--- config.mk ---
export PLATFORM = sky130hd
export DESIGN_NAME = chess_turn_ctrl
export DESIGN_NICKNAME = d
export VERILOG_FILES = /design/src/rtl/chess_turn_ctrl.sv
export SDC_FILE = /design/constraint.sdc
export NUM_CORES = 1
export LEC_CHECK = 0
export ABC_AREA = 1
export CORE_ASPECT_RATIO = 1.2
export CORE_MARGIN = 3
export CORE_UTILIZATION = 55
export CTS_CLUSTER_DIAMETER = 40
export DETAILED_ROUTE_END_ITERATION = 10
export GPL_TIMING_DRIVEN = 0
export HOLD_SLACK_MARGIN = 0.03
export PLACE_DENSITY = 0.74
export SYNTH_ARGS = -nofsm -noshare
export SYNTH_HDL_FRONTEND = slang
export SYNTH_SLANG_ARGS = --single-unit
--- constraint.sdc ---
create_clock -name clk -period 4.5 [get_ports clk]
set_clock_uncertainty 0.05 [all_clocks]
set_input_delay 1.125 -clock clk [delete_from_list [all_inputs] [get_ports clk]]
set_output_delay 1.125 -clock clk [all_outputs]
set_load 0.02 [all_outputs]
--- src/rtl/chess_turn_ctrl.sv ---
// Chess clock turn controller: selects which player's clock runs, generates the
// shared tick, handles pause/resume, timeouts, move counting and increment pulses.
module chess_turn_ctrl #(
    parameter int CLK_FREQ_HZ = 50_000_000,
    parameter int TICK_HZ     = 100,
    parameter int MOVE_CNT_W  = 10
) (
    input  logic                  clk,
    input  logic                  reset_n,
    input  logic                  game_start,
    input  logic                  move_done,
    input  logic                  pause_req,
    input  logic                  time_up_w,
    input  logic                  time_up_b,
    output logic                  run_w,
    output logic                  run_b,
    output logic                  tick,
    output logic                  inc_w,
    output logic                  inc_b,
    output logic                  turn,
    output logic [MOVE_CNT_W-1:0] move_count,
    output logic                  game_over,
    output logic [1:0]            winner
);

    localparam int TC    = CLK_FREQ_HZ / TICK_HZ - 1;
    localparam int DIV_W = (TC > 0) ? $clog2(TC + 1) : 1;
    localparam logic [DIV_W-1:0] TC_V = DIV_W'(TC);

    typedef enum logic [2:0] {
        IDLE,
        RUN_W,
        RUN_B,
        PAUSE_W,
        PAUSE_B,
        OVER
    } state_t;

    state_t           state;
    logic [DIV_W-1:0] div;
    logic             white_side;
    logic             running;
    logic             timeout;
    logic             counting;

    always_comb begin
        white_side = (state == RUN_W) || (state == PAUSE_W);
        running    = (state == RUN_W) || (state == RUN_B);
        timeout    = (white_side && time_up_w) ||
                     (((state == RUN_B) || (state == PAUSE_B)) && time_up_b);
        // The divider only advances on edges where a clock keeps running, including
        // a turn swap, so tick spacing is unaffected by moves and pauses.
        counting   = running && !game_start && !timeout && !pause_req;
    end

    always_ff @(posedge clk or negedge reset_n) begin
        if (!reset_n) begin
            state      <= IDLE;
            div        <= '0;
            run_w      <= 1'b0;
            run_b      <= 1'b0;
            tick       <= 1'b0;
            inc_w      <= 1'b0;
            inc_b      <= 1'b0;
            turn       <= 1'b0;
            move_count <= '0;
            game_over  <= 1'b0;
            winner     <= 2'b00;
        end else begin
            inc_w <= 1'b0;
            inc_b <= 1'b0;
            tick  <= 1'b0;
            if (counting) begin
                div  <= (div == TC_V) ? '0 : div + DIV_W'(1);
                tick <= (div == TC_V);
            end

            if (game_start) begin
                state      <= RUN_W;
                div        <= '0;
                run_w      <= 1'b1;
                run_b      <= 1'b0;
                turn       <= 1'b0;
                move_count <= '0;
                game_over  <= 1'b0;
                winner     <= 2'b00;
            end else if (timeout) begin
                state     <= OVER;
                run_w     <= 1'b0;
                run_b     <= 1'b0;
                game_over <= 1'b1;
                winner    <= white_side ? 2'b10 : 2'b01;
            end else begin
                case (state)
                    RUN_W: begin
                        if (pause_req) begin
                            state <= PAUSE_W;
                            run_w <= 1'b0;
                        end else if (move_done) begin
                            state <= RUN_B;
                            run_w <= 1'b0;
                            run_b <= 1'b1;
                            turn  <= 1'b1;
                            inc_w <= 1'b1;
                            if (move_count != '1)
                                move_count <= move_count + MOVE_CNT_W'(1);
                        end
                    end
                    RUN_B: begin
                        if (pause_req) begin
                            state <= PAUSE_B;
                            run_b <= 1'b0;
                        end else if (move_done) begin
                            state <= RUN_W;
                            run_b <= 1'b0;
                            run_w <= 1'b1;
                            turn  <= 1'b0;
                            inc_b <= 1'b1;
                            if (move_count != '1)
                                move_count <= move_count + MOVE_CNT_W'(1);
                        end
                    end
                    PAUSE_W: begin
                        if (pause_req) begin
                            state <= RUN_W;
                            run_w <= 1'b1;
                        end
                    end
                    PAUSE_B: begin
                        if (pause_req) begin
                            state <= RUN_B;
                            run_b <= 1'b1;
                        end
                    end
                    default: ;
                endcase
            end
        end
    end

endmodule

==> summary.txt, run 1 <==
Number of remaining DRC errors: 0
Fill count: 420
VDD IR max: 310 uV
Status: finished, final reports clean
TritonCTS clock tree: built
Tmin final: 2710 ps
Max Cap Viol: 0
Worst Path Required: 4680 ps
Starting Density: 57.6%
Worst r2r path cells: 10
Final cycle utilization of the critical path: 60.2%
Routed WL per cell: 13.8 um
Synth Register Bits: 41
Share of layout cells above drive strength 1: 8.81%
Hold path startpoint: run_b
Setup Buffers After CTS: 0
Clock latency at the later pin of the worst-skew pair: 290 ps
FMAX: 369 MHz
Leakage: 1.43 nW
Post-Syn Instances: 388
Total Power: 1.10 mW
Remaining Overflow, GRT: 0
# setup viols final: 0
Total track usage: 24.1%
H-tree Lvls: 2
Drt total wl: 6580 um
Hold_buf cts: 0
Mapped cell area: 2690 sq um
Pwr Density: 354 nW/um^2
Post-synthesis sequential area ratio: 38.2%
Max Slew Vio Count: 0
TritonCTS Buffers: 5
Syn Nets: 397
Hold Crit Class: flop to flop
Routed Antenna Nets: 0
Number of DRC markers in iteration 0: 207
Final Hold Fails: 0
Die Height: 82.6 um
Setup CP Type: input pin to flop
Reg-to-Reg End: div[17]
Via Count: 2610
Actual slew at the worst max-slew pin: 637 ps
Vias per std cell: 5.46
I/O pin count: 26
Crit Path Max Fanout: 10
WHS Path Cells: 2
Ant diodes: 0
Synthesis-to-finish area growth: 15.3%
Worst r2r src: div[0]
Initial antenna violation count: 0
YS warnings: 0
Worst rel slew slack: 57.5%
Placer congestion estimate: 0.900
Port Buffer Count: 25
Cell Count, Final, Fillers Out: 478
Core area: 4660 sq um
CP startpoint kind: input pin
Setup TNS: 0 ps
Die Span X: 69.8 um
First-pass GRT wire length: 11200 um
Sink Count: 41
Setup crit end kind: flop
Die area: 5760 sq um
Reg-to-reg slack, setup: 2370 ps
Nets: 430
Post-synthesis cell type count: 37
First-pass DRT Iterations: 4
Worst Hold Endpoint: run_b
Number of global-route vias before repair: 2567
Clk pin slew, worst setup/hold paths: 80 ps
Largest net degree at the start of global routing: 31
Post-CTS Resized: 0
Root Buffer: clkbuf_8
RSZ-0062 raised after global routing: false
Fin util: 66.5%
Avg Cell Area, Syn: 6.93 sq um
Post-Place Cells: 472
Critical Path AT: 2880 ps
Dpl hpwl: 4910 um
Clk buf depth: 2
Row count: 27
==> placed cells by master, fill, tap and decap left out, types with 8 or more instances in the layout <==
master	n
nand2_1	113
nor2_1	51
inv_1	47
dfrtp_1	41
nand3_1	28
clkdlybuf4s50_1	24
nand4_1	22
o21ai_0	19
o21ai_1	10
xor2_1	8
==> critical path: stages <==
cell             delay (ps)
clkdlybuf4s50_1         580
inv_2                   150
buf_2                   220
buf_1                   480
nand4_1                 210
o21ai_2                 100
==> routing by layer <==
metal | routed length (um) | track usage [%] | vias to the layer above
li1 | - | - | 1309
met1 | 2760 | 28.0 | 1224
met2 | 3420 | 45.6 | 64
met3 | 248 | 3.63 | 13
met4 | 149 | 8.43 | 0
met5 | 0 | 0 | -
==> cell families after synthesis <==
group / count (synthesis) / share of synthesized area [%]
compound gates: 41 / 8.89
simple gates: 235 / 39.6
flops: 41 / 38.2
fa+ha+maj: 2 / 0.931
buf+inv: 59 / 9.17
xor+xnor: 10 / 3.26
==> cells in the mapped netlist, drive strengths merged <==
| cell | number | share of area [%] |
|---|---|---|
| a21oi | 3 | 0.70 |
| and2 | 2 | 0.47 |
| buf | 6 | 1.5 |
| clkbuf | 3 | 0.47 |
| dfrtp | 41 | 38 |
| ha | 2 | 0.93 |
| inv | 50 | 7.2 |
| nand2 | 118 | 17 |
| nand3 | 29 | 5.6 |
| nand3b | 1 | 0.28 |
| nand4 | 22 | 5.1 |
| nor2 | 55 | 9.3 |
| nor3 | 3 | 0.56 |
| nor4 | 1 | 0.23 |
| o2111ai | 1 | 0.33 |
| o211ai | 1 | 0.28 |
| o21ai | 34 | 7.0 |
| o21bai | 2 | 0.56 |
| or2 | 4 | 0.93 |
| xnor2 | 2 | 0.65 |
| xor2 | 8 | 2.6 |
==> sequential cells by signal, summed over array words and instances (netlist names) <==
| signal | count |
|---|---|
| move_count | 10 |
| inc_b | 1 |
| winner | 2 |
| game_over | 1 |
| run_w | 1 |
| turn | 1 |
| run_b | 1 |
| inc_w | 1 |
| state | 3 |
| tick | 1 |
| div | 19 |
==> where the power goes <==
part / switching [mW] / internal, mW / leakage, nW / total (mW)
Sequential: 0.0393 / 0.412 / 0.559 / 0.451
Clock: 0.125 / 0.102 / 0.0399 / 0.227
Combinational: 0.268 / 0.151 / 0.833 / 0.419
==> worst max-delay path by stage <==
stage | from | to | depth (start not counted)
floorplan | pause_req | div[10] | 10
global placement | reset_n | move_count[4] | 1
detailed placement | game_start | state[0] | 7
CTS | game_start | div[1] | 6
global route | game_start | div[4] | 6
finish | game_start | div[6] | 6
==> cell type report <==
type,count,area (sq um),area share [%]
sequential,41,1030,33.1
clock buffer,5,68.8,2.22
clock inverter,1,5.00,0.161
tap,58,72.6,2.34
multi-input combinational,288,1420,45.7
buffer,9,53.8,1.74
inverter,50,193,6.22
timing repair buffer,26,265,8.56
==> per-stage QoR <==
stage                     hold slack, ps  worst slack (ps)  cell area [sq um]
final                                456              1790               3100
after global routing                 485              1660               3100
after CTS                            451              1810               3100
after detailed placement             429              1490               3030
after global placement               429              1170               3010
after floorplan                      429              2450               2690
Power figures use the tool's default switching activity.
==> run 2, diff against run 1 <==
- clock period: 4.5 -> 2.5 ns (I/O delays scaled with it)
==> results of run 2 <==
The final DEF is identical to that of run 1. Status: finished, final reports clean.
Among the figures that moved: setup slack after placement 1490 ps -> -6.58 ps; setup slack after layout 1790 ps -> 291 ps; hold slack 456 ps -> 160 ps; register-to-register setup slack 2370 ps -> 370 ps; total power 1.10 mW -> 1.98 mW; worst IR drop on VDD 310 uV -> 557 uV
